<file path="src/rtl/seq_shift_engine_pkg.sv">
//------------------------------------------------------------------------------
// Module   : seq_shift_pkg
// Brief    : Shared mode and state encodings for the sequential shift engine.
// Revision : 1.0 - initial release
//------------------------------------------------------------------------------
`default_nettype none

package seq_shift_pkg;

   typedef logic [2:0] mode_t;

   localparam mode_t MODE_LSL0 = 3'b000;
   localparam mode_t MODE_LSL1 = 3'b001;
   localparam mode_t MODE_LSR0 = 3'b010;
   localparam mode_t MODE_LSR1 = 3'b011;
   localparam mode_t MODE_ASL  = 3'b100;
   localparam mode_t MODE_ASR  = 3'b101;
   localparam mode_t MODE_ROL  = 3'b110;
   localparam mode_t MODE_ROR  = 3'b111;

   localparam logic [1:0] ST_IDLE  = 2'd0;
   localparam logic [1:0] ST_SHIFT = 2'd1;
   localparam logic [1:0] ST_DONE  = 2'd2;

   function automatic logic is_rotate(input mode_t m);
      return (m == MODE_ROL) || (m == MODE_ROR);
   endfunction

   // Modes whose fill is always 0: once the value is zero it stays zero.
   function automatic logic is_zero_fill_mode(input mode_t m);
      return (m == MODE_LSL0) || (m == MODE_LSR0) || (m == MODE_ASL);
   endfunction

endpackage

`default_nettype wire

</file>
<file path="src/rtl/seq_shift_engine_if.sv">
//------------------------------------------------------------------------------
// Module   : seq_shift_engine_if
// Brief    : Start/done handshake and operand/result bus of the shift engine.
// Revision : 1.0 - initial release
//------------------------------------------------------------------------------
`default_nettype none

interface seq_shift_engine_if #(
   parameter int N = 4
);
   logic         start;
   logic [N-1:0] A;
   logic [N-1:0] B;
   logic [2:0]   mode;
   logic         ready;
   logic         busy;
   logic         done;
   logic [N-1:0] res;
   logic         CB_out;

   modport master (
      output start, A, B, mode,
      input  ready, busy, done, res, CB_out
   );

   modport slave (
      input  start, A, B, mode,
      output ready, busy, done, res, CB_out
   );
endinterface

`default_nettype wire

</file>
<file path="src/rtl/seq_shift_engine_shift_step.sv">
//------------------------------------------------------------------------------
// Module   : shift_step
// Brief    : Combinational single-position shift/rotate step for all 8 modes.
// Revision : 1.0 - initial release
//------------------------------------------------------------------------------
`default_nettype none

module shift_step
   import seq_shift_pkg::*;
#(
   parameter int N = 4
) (
   input  logic [N-1:0] value,
   input  mode_t        mode,
   output logic [N-1:0] next_value,
   output logic         out_bit
);

   always_comb begin
      next_value = value;
      out_bit    = 1'b0;
      case (mode)
         MODE_LSL0, MODE_ASL: begin
            next_value = {value[N-2:0], 1'b0};
            out_bit    = value[N-1];
         end
         MODE_LSL1: begin
            next_value = {value[N-2:0], 1'b1};
            out_bit    = value[N-1];
         end
         MODE_LSR0: begin
            next_value = {1'b0, value[N-1:1]};
            out_bit    = value[0];
         end
         MODE_LSR1: begin
            next_value = {1'b1, value[N-1:1]};
            out_bit    = value[0];
         end
         MODE_ASR: begin
            next_value = {value[N-1], value[N-1:1]};
            out_bit    = value[0];
         end
         MODE_ROL: begin
            next_value = {value[N-2:0], value[N-1]};
            out_bit    = value[N-1];
         end
         MODE_ROR: begin
            next_value = {value[0], value[N-1:1]};
            out_bit    = value[0];
         end
         default: begin
            next_value = value;
            out_bit    = 1'b0;
         end
      endcase
   end

endmodule

`default_nettype wire

</file>
<file path="src/rtl/seq_shift_engine.sv">
//------------------------------------------------------------------------------
// Module   : seq_shift_engine
// Brief    : Multi-cycle shifter, one bit position per clock, start/done
//            handshake. Optional macro SHIFT_EARLY_EXIT_EN ends zero-fill
//            shifts early once the working value is all-zero.
// Revision : 1.0 - initial release
//------------------------------------------------------------------------------
`default_nettype none

module seq_shift_engine
   import seq_shift_pkg::*;
#(
   parameter int N  = 4,
   parameter int CW = $clog2(N) + 1
) (
   input  logic                clk,
   input  logic                rst_n,
   seq_shift_engine_if.slave   bus
);

   logic [1:0]    r_state;
   logic [1:0]    w_state_next;
   logic [N-1:0]  r_work;
   mode_t         r_mode;
   logic [CW-1:0] r_count;
   logic          r_cb;
   logic [CW-1:0] w_k;
   logic [N-1:0]  w_step_value;
   logic          w_step_bit;
   logic          w_early_exit;

   shift_step #(
      .N (N)
   ) u_shift_step (
      .value      (r_work),
      .mode       (r_mode),
      .next_value (w_step_value),
      .out_bit    (w_step_bit)
   );

   // Rotates wrap modulo N; every other mode saturates at N steps.
   always_comb begin
      if (is_rotate(bus.mode)) begin
         w_k = CW'(bus.B % N'(N));
      end else if (bus.B >= N'(N)) begin
         w_k = CW'(N);
      end else begin
         w_k = CW'(bus.B);
      end
   end

`ifdef SHIFT_EARLY_EXIT_EN
   assign w_early_exit = is_zero_fill_mode(r_mode) && (r_work == '0);
`else
   assign w_early_exit = 1'b0;
`endif

   always_ff @(posedge clk or negedge rst_n) begin
      if (!rst_n) begin
         r_state <= ST_IDLE;
      end else begin
         r_state <= w_state_next;
      end
   end

   always_comb begin
      w_state_next = r_state;
      case (r_state)
         ST_IDLE: begin
            if (bus.start) begin
               w_state_next = (w_k == '0) ? ST_DONE : ST_SHIFT;
            end
         end
         ST_SHIFT: begin
            if (w_early_exit || (r_count == CW'(1))) begin
               w_state_next = ST_DONE;
            end
         end
         ST_DONE: begin
            w_state_next = ST_IDLE;
         end
         default: begin
            w_state_next = ST_IDLE;
         end
      endcase
   end

   always_comb begin
      bus.ready = 1'b0;
      bus.busy  = 1'b0;
      bus.done  = 1'b0;
      case (r_state)
         ST_IDLE:  bus.ready = 1'b1;
         ST_SHIFT: bus.busy  = 1'b1;
         ST_DONE:  bus.done  = 1'b1;
         default:  bus.ready = 1'b0;
      endcase
   end

   // Working register doubles as the result; it only moves on start or shift.
   always_ff @(posedge clk or negedge rst_n) begin
      if (!rst_n) begin
         r_work  <= '0;
         r_mode  <= MODE_LSL0;
         r_count <= '0;
         r_cb    <= 1'b0;
      end else begin
         case (r_state)
            ST_IDLE: begin
               if (bus.start) begin
                  r_work  <= bus.A;
                  r_mode  <= bus.mode;
                  r_count <= w_k;
                  r_cb    <= 1'b0;
               end
            end
            ST_SHIFT: begin
               if (!w_early_exit) begin
                  r_work  <= w_step_value;
                  r_cb    <= w_step_bit;
                  r_count <= r_count - CW'(1);
               end
            end
            default: begin
               r_work <= r_work;
            end
         endcase
      end
   end

   assign bus.res    = r_work;
   assign bus.CB_out = r_cb;

endmodule

`default_nettype wire

</file>
<file path="src/flat_wrapper.sv">
// flat-port wrapper written by rule: the top's interface ports become plain ports
module seq_shift_engine_flat import seq_shift_pkg::*;
#(
   parameter int N  = 4,
   parameter int CW = $clog2(N) + 1
)
  (clk, rst_n, bus_start, bus_A, bus_B, bus_mode, bus_ready, bus_busy, bus_done, bus_res, bus_CB_out);
  seq_shift_engine_if #(.N(N)) bus_i ();
  input  logic clk;
  input  logic rst_n;
  input wire logic [$bits(bus_i.start)-1:0] bus_start;
  input wire logic [$bits(bus_i.A)-1:0] bus_A;
  input wire logic [$bits(bus_i.B)-1:0] bus_B;
  input wire logic [$bits(bus_i.mode)-1:0] bus_mode;
  output wire logic [$bits(bus_i.ready)-1:0] bus_ready;
  output wire logic [$bits(bus_i.busy)-1:0] bus_busy;
  output wire logic [$bits(bus_i.done)-1:0] bus_done;
  output wire logic [$bits(bus_i.res)-1:0] bus_res;
  output wire logic [$bits(bus_i.CB_out)-1:0] bus_CB_out;
  assign bus_i.start = bus_start;
  assign bus_i.A = bus_A;
  assign bus_i.B = bus_B;
  assign bus_i.mode = bus_mode;
  assign bus_ready = bus_i.ready;
  assign bus_busy = bus_i.busy;
  assign bus_done = bus_i.done;
  assign bus_res = bus_i.res;
  assign bus_CB_out = bus_i.CB_out;
  seq_shift_engine #(.N(N), .CW(CW)) u_core (.clk(clk), .rst_n(rst_n), .bus(bus_i));
endmodule
</file>
<file path="config.mk">
export PLATFORM = sky130hd
export DESIGN_NAME = seq_shift_engine_flat
export DESIGN_NICKNAME = d
export VERILOG_FILES = /design/src/rtl/seq_shift_engine_pkg.sv /design/src/rtl/seq_shift_engine_if.sv /design/src/rtl/seq_shift_engine_shift_step.sv /design/src/rtl/seq_shift_engine.sv /design/src/flat_wrapper.sv
export SDC_FILE = /design/constraint.sdc
export NUM_CORES = 1
export LEC_CHECK = 0
export ABC_AREA = 1
export CAP_MARGIN = 10
export CORE_MARGIN = 2
export CORE_UTILIZATION = 42
export CTS_CLUSTER_DIAMETER = 40
export DETAILED_ROUTE_END_ITERATION = 16
export PLACE_DENSITY = 0.74
export SYNTH_ARGS = -nofsm -noshare
export SYNTH_HDL_FRONTEND = slang
export SYNTH_HIERARCHICAL = 1
export SYNTH_SLANG_ARGS = --single-unit
</file>
<file path="constraint.sdc">
create_clock -name clk -period 1.1 [get_ports clk]
set_clock_uncertainty 0.1 [all_clocks]
set_input_delay 0.275 -clock clk [delete_from_list [all_inputs] [get_ports clk]]
set_output_delay 0.275 -clock clk [all_outputs]
set_load 0.05 [all_outputs]
</file>
==> key figures, run 1 <==
Timing
  – Relative slew slack: 0.803
  – Setup violators final: 21
  – Final Critical Period: 1.45 ns
  – Final Slew Violations: 0
  – F_max: 688 MHz
  – Worst Tran Pin Value: 0.295 ns
  – Hold Vio Cnt, Final: 0
  – Worst setup margin: -0.354 ns
  – Final period util: 1.32
  – Setup TNS: -3.43 ns
  – Unrepaired setup endpoints after global routing: true

Power
  – PD cells: 3310 nW/um^2
  – Part of the power in combinational logic: 0.722
  – Worst vdd ir: 2.11 mV
  – P_leak: 0.748 nW
  – Switching share of total power: 0.481
  – Internal Power: 2.49 mW
  – Clk network pwr share: 0.061
  – Psw: 2.32 mW
  – Seq pwr share: 0.217

Clocking
  – Htree depth: 1
  – Root buffer cell: clkbuf_4
  – CTS Buffer Depth: 2
  – TritonCTS Buffers: 3
  – # clock sinks: 13
  – Clk Latency, worst-skew pair: 0.27 ns
  – CTS Hold Buffers Added: 0
  – CTS tree: built
  – Clock-pin slew on the worst setup and hold paths: 0.08 ns

Placement
  – Routability cong.: 0.844
  – Pre-CTS setup slack: -0.354 ns
  – Dpl cells: 176
  – Port bufs: 21
  – Final HPWL DP: 1.60 mm

Drt
  – Initial DRC count: 18
  – Drt drc: 0
  – Routed WL: 2.40 mm
  – 1st-pass router iterations: 4
  – Total number of vias: 938
  – Vias per cell: 4.89
  – Wire per inst: 12.5 microns
  – Antenna Nets Post-Route: 0

Cells and area
  – Nets@finish: 184
  – P&R area growth vs syn: 77.4%
  – Final antenna diode count: 0
  – Layout cells sized above 1: 0.383
  – Final cell count without fillers: 192

Min path
  – Hold WC Path Type: input pin to asynchronous set/reset pin

Global routing
  – Number of global-route vias before repair: 850
  – Total gr overflow: 0
  – Largest net degree at the start of global routing: 14
  – Initial antenna violation count: 0
  – GR Util All Layers: 0.217
  – First-pass GRT wire length: 3.44 mm

Floorplanning
  – Row cnt: 15
  – IO Pins: 22
  – Die Ht: 48.2 microns
  – Die Outline Area: 2320 sq um
  – Initial core utilization: 0.460
  – Die X-Extent: 48.2 microns
  – Core Region: 1780 sq um

Yosys
  – Cell with the most instances after synthesis: nand2_1
  – Avg Inst Size Synth: 6.66 sq um
  – Largest family of logic cells by synthesized area: simple AND/OR/NAND/NOR gates
  – Synth warnings: 6
  – Top cells by area, synth: dfrtp_1, nand2_1, inv_1
  – Post-synthesis adder-cell area fraction: 0.0305
  – FFs w/ async S/R, synth: 1.00
  – Cell taking the most area after synthesis: dfrtp_1
  – Register bit total from synthesis: 13
  – Compound-gate portion of the synthesized area: 0.0733
  – Post-synth top flop: dfrtp_1
  – Yosys cell types: 17
  – Cell area after synthesis: 820 sq um
  – Syn nets: 139
  – Post-Syn Instances: 123
  – Post-synth EDFFs: 0
  – Post-synth top cells: nand2_1, dfrtp_1, inv_1
  – XOR/XNOR share of the synthesized area: 0
  – Mux contribution to synthesized area: 0
  – Top cell type's share of synthesized area: 0.397
  – Synth Area in Simple Gates: 0.421
  – Sequential fraction of the synthesis area: 0.397

Worst setup path
  – CP Capture Type: output port
  – Critical Path Source Type: flop
  – Largest driver fanout on the critical path: 4
  – Worst R2R Path Depth: 7
  – CP arrival: 1.08 ns
  – Kind of critical path: flop to output port
  – Worst EP required: 0.72 ns

Run status
  – Status: finished, violations left
  – Failing checks: negative setup slack

Job
  – Maxcap violations: 0
worst max-delay path, stage by stage (launching register included):
cell	delay, ns
dfrtp_2	0.44
inv_2	0.07
nor2_4	0.14
buf_12	0.15
cell usage in the layout (no fill, tap or decap), drive strengths merged:
| master | netlist | layout |
|---|---|---|
| clkdlybuf4s50 | 0 | 12 |
| clkbuf | 0 | 4 |
| dfrtp | 13 | 13 |
| nand3 | 4 | 4 |
| dlymetal6s2s | 0 | 1 |
| buf | 0 | 27 |
| a21oi | 3 | 3 |
| nand2 | 67 | 67 |
| inv | 17 | 17 |
| nor2 | 7 | 7 |
| ha | 2 | 2 |
| nand4 | 4 | 4 |
| o21ai | 6 | 6 |
power groups by stage:
stage / clock, mW / combinational (mW) / sequential, mW
floorplan: 0 / 1.30 / 1.28
global route: 0.330 / 3.72 / 1.06
detailed placement: 0 / 2.68 / 1.06
global placement: 0 / 2.62 / 1.05
finish: 0.295 / 3.47 / 1.04
CTS: 0.304 / 3.22 / 1.02
logic make-up after synthesis:
family / count (synthesis)
flops: 13
compound gates: 9
simple gates: 82
fa+ha+maj: 2
buf+inv: 17
final timing paths:
path / to / start / slack [ns]
worst max-delay path: bus_busy / u_core/r_state[0] / -0.35
worst min-delay path: u_core/bus.res[2] / rst_n / 0.22
worst max register to register: u_core/bus.res[2] / u_core/r_mode[2] / -0.24
worst min register to register: u_core/r_count[1] / u_core/r_count[1] / 0.41
max in group asynchronous: u_core/bus.res[3] / rst_n / 0.56
min in group clk: u_core/r_mode[1] / bus_start / 0.38
flip-flops by register name, summed over array words and instances (netlist names):
name,cells
u_core/bus.CB_out,1
u_core/r_count,3
u_core/r_state,2
u_core/bus.res,4
u_core/r_mode,3
metrics by stage:
| step | cell area [sq um] | hold slack [ns] | total power [mW] | utilization |
|---|---|---|---|---|
| 2_1_floorplan | 837 | -0.121 | 2.57 | - |
| 3_3_place_gp | 1220 | 0.375 | 3.67 | 0.686 |
| 3_5_place_dp | 1220 | 0.387 | 3.74 | 0.686 |
| 4_1_cts | 1380 | 0.215 | 4.54 | 0.775 |
| 5_1_grt | 1450 | 0.221 | 5.11 | 0.815 |
| 6_report | 1450 | 0.218 | 4.81 | 0.815 |
timing repair:
item                                    in CTS  in global routing
pin swaps                                   11                  5
resized for setup                           16                 18
endpoints found under the setup margin      21                 21
gates cloned                                 0                  0
setup buffers                               11                  1
per-layer routing:
metal	vias to the layer above	routed length (microns)	GRT usage
li1	468	-	-
met1	445	999	0.234
met2	21	1300	0.416
met3	4	71	0.0259
met4	0	26	0.0973
met5	-	0	0
area by class of cell:
cell class,instances,area [sq um]
Multi-Input combinational cell,93,517
Tap cell,25,31.3
Timing Repair Buffer,40,470
Sequential cell,13,335
Inverter,17,73.8
Fill cell,106,329
Clock buffer,4,26.3
(Power assumes the default switching activity.)
==> run 2, diff against run 1 <==
CELL_PAD_IN_SITES_DETAIL_PLACEMENT = 1   (was unset)
CELL_PAD_IN_SITES_GLOBAL_PLACEMENT = 2   (was unset)
CORE_UTILIZATION = 22   (was 42)
PLACE_DENSITY = unset   (was 0.74)
PLACE_DENSITY_LB_ADDON = 0.1   (was unset)
TNS_END_PERCENT = 1   (was unset)
==> key figures, run 2 (synthesis results as in run 1) <==
Run status
  – Status: finished, violations left
  – Failing checks: negative setup slack

Cells and area
  – P&R area growth vs syn: 72.2%
  – Most common cell after layout, fill and taps aside: nand2_1
  – Max FFs per register: 4 (unchanged)
  – Final antenna diode count: 0 (unchanged)
  – Layout cells sized above 1: 0.321 (-0.0620)
  – Nets@finish: 182 (-1.1%)
  – Final Instance Area: 1410 sq um (-2.9%)
  – Final cell count without fillers: 213 (+11%)
  – Commonest non-fill, non-tap cells in the layout: nand2_1, buf_4, clkdlybuf4s50_1

Clocking
  – CTS tree: built
  – # clock sinks: 13 (unchanged)
  – Clock-pin slew on the worst setup and hold paths: 0.06 ns (-0.02 ns)
  – CTS Buffer Depth: 2 (unchanged)
  – CTS Hold Buffers Added: 0 (unchanged)
  – Htree depth: 1 (unchanged)
  – Root buffer cell: clkbuf_8
  – TritonCTS Buffers: 3 (unchanged)
  – Clk Latency, worst-skew pair: 0.24 ns (-0.03 ns)

Worst setup path
  – Crit-path cells: inv_2 -> nor2_4 -> buf_12
  – CP peak stage delay: 0.43 ns (about the same)
  – Critical Path Source Type: flop
  – Critical path buffers and inverters: 2 (unchanged)
  – Kind of critical path: flop to output port
  – CP max stage cell: dfrtp_2
  – CP Capture Type: output port
  – Crit-path leading delay family: flip-flops
  – Largest driver fanout on the critical path: 4 (unchanged)
  – CP arrival: 1.06 ns (-0.02 ns)
  – Worst EP required: 0.72 ns (about the same)

Drt
  – Wire per inst: 11.6 microns (-6.8%)
  – Routed WL: 2.48 mm (+3.4%)
  – Antenna Nets Post-Route: 0 (unchanged)
  – Initial DRC count: 35 (+17)
  – Drt drc: 0 (unchanged)
  – Vias per cell: 4.20 (-14%)
  – 1st-pass router iterations: 4 (unchanged)
  – Total number of vias: 894 (-4.7%)

Global routing
  – First-pass GRT wire length: 4.43 mm (+29%)
  – Initial antenna violation count: 0 (unchanged)
  – Number of global-route vias before repair: 981 (+15%)
  – Total gr overflow: 0 (unchanged)
  – Largest net degree at the start of global routing: 14 (unchanged)
  – GR Util All Layers: 0.137 (-0.0805)

Floorplanning
  – Die Outline Area: 4230 sq um (+82%)
  – Initial core utilization: 0.226 (-0.234)
  – IO Pins: 22 (unchanged)
  – Die X-Extent: 65.0 microns (+35%)
  – Die Ht: 65.0 microns (+35%)
  – Row cnt: 22 (+7)
  – Core Region: 3630 sq um (+100%)

Placement
  – Final HPWL DP: 2.03 mm (+27%)
  – Routability cong.: 0.756 (-10%)
  – Port bufs: 21 (unchanged)
  – DP Area: 1320 sq um (+7.6%)
  – Dpl cells: 208 (+18%)

Timing
  – Relative slew slack: 0.849 (+0.0461)
  – Final Critical Period: 1.44 ns (-0.0150 ns)
  – F_max: 695 MHz (+1.0%)
  – Worst setup margin: -0.339 ns (+0.0150 ns)
  – Unrepaired setup endpoints after global routing: true
  – Final Slew Violations: 0 (unchanged)
  – Setup violators final: 18 (-14%)
  – Worst Tran Pin Value: 0.225 ns (-0.0695 ns)
  – Hold Vio Cnt, Final: 0 (unchanged)
  – Final period util: 1.31 (-0.0136)

Min path
  – Hold WC Path Type: input pin to asynchronous set/reset pin

Power
  – PD cells: 3260 nW/um^2 (-1.5%)
  – P_leak: 0.720 nW (-3.8%)
  – Worst vdd ir: 1.60 mV (-24%)

Job
  – Maxcap violations: 0 (unchanged)
## run 2: layout make-up
class | count | area, sq um
Timing Repair Buffer | 38 | 438
Fill cell | 463 | 2220
Clock buffer | 4 | 45.0
Tap cell | 48 | 60.1
Inverter | 17 | 66.3
Sequential cell | 13 | 333
Multi-Input combinational cell | 93 | 469
## run 2: repair_timing
action	4_1_cts	5_1_grt
endpoints found under the hold margin	0	0
resized for setup	10	4
setup buffers	1	0
endpoints found under the setup margin	21	21
pin swaps	1	0
gates cloned	0	0
## run 2: final timing paths
kind	end	cells past startpoint	from	slack, ns
hold / removal	u_core/r_state[1]	2	rst_n	0.26
hold reg to reg	u_core/r_count[1]	2	u_core/r_count[1]	0.40
min in group clk	u_core/r_count[1]	2	u_core/r_count[1]	0.40
setup / recovery	bus_busy	3	u_core/r_state[0]	-0.34
max in group asynchronous	u_core/bus.res[1]	2	rst_n	0.51
setup reg to reg	u_core/bus.res[1]	5	u_core/r_state[0]	-0.17
## run 2: worst register-to-register path: cells and delay by family (launching register included)
family	cells	cell delay, ns
flops	1	0.45
buf+inv	2	0.33
compound gates	1	0.21
simple gates	2	0.11
## run 2: where the power goes
part | switching [mW] | leakage, nW | total [mW] | internal, mW
sequential | 0.308 | 0.155 | 1.04 | 0.733
clock | 0.168 | 0.0228 | 0.424 | 0.255
combinational | 1.69 | 0.542 | 3.13 | 1.44
## run 2: metrics by stage
| stage | power (mW) | setup TNS (ns) | setup WS [ns] | hold WS, ns | util |
|---|---|---|---|---|---|
| floorplan | 2.56 | -2.33 | -0.196 | -0.121 | - |
| global placement | 4.02 | -3.86 | -0.315 | 0.392 | 0.362 |
| detailed placement | 4.08 | -4.02 | -0.342 | 0.387 | 0.362 |
| CTS | 4.65 | -3.00 | -0.350 | 0.263 | 0.386 |
| global route | 5.00 | -3.91 | -0.396 | 0.292 | 0.388 |
| finish | 4.60 | -2.82 | -0.339 | 0.261 | 0.388 |
## run 2: metal layers
layer	track usage	part of all wire	wire, microns
met2	0.267	0.53	1320
met3	0.0174	0.036	88
met1	0.154	0.43	1050
met5	0	0	0
met4	0.0391	0.0081	20
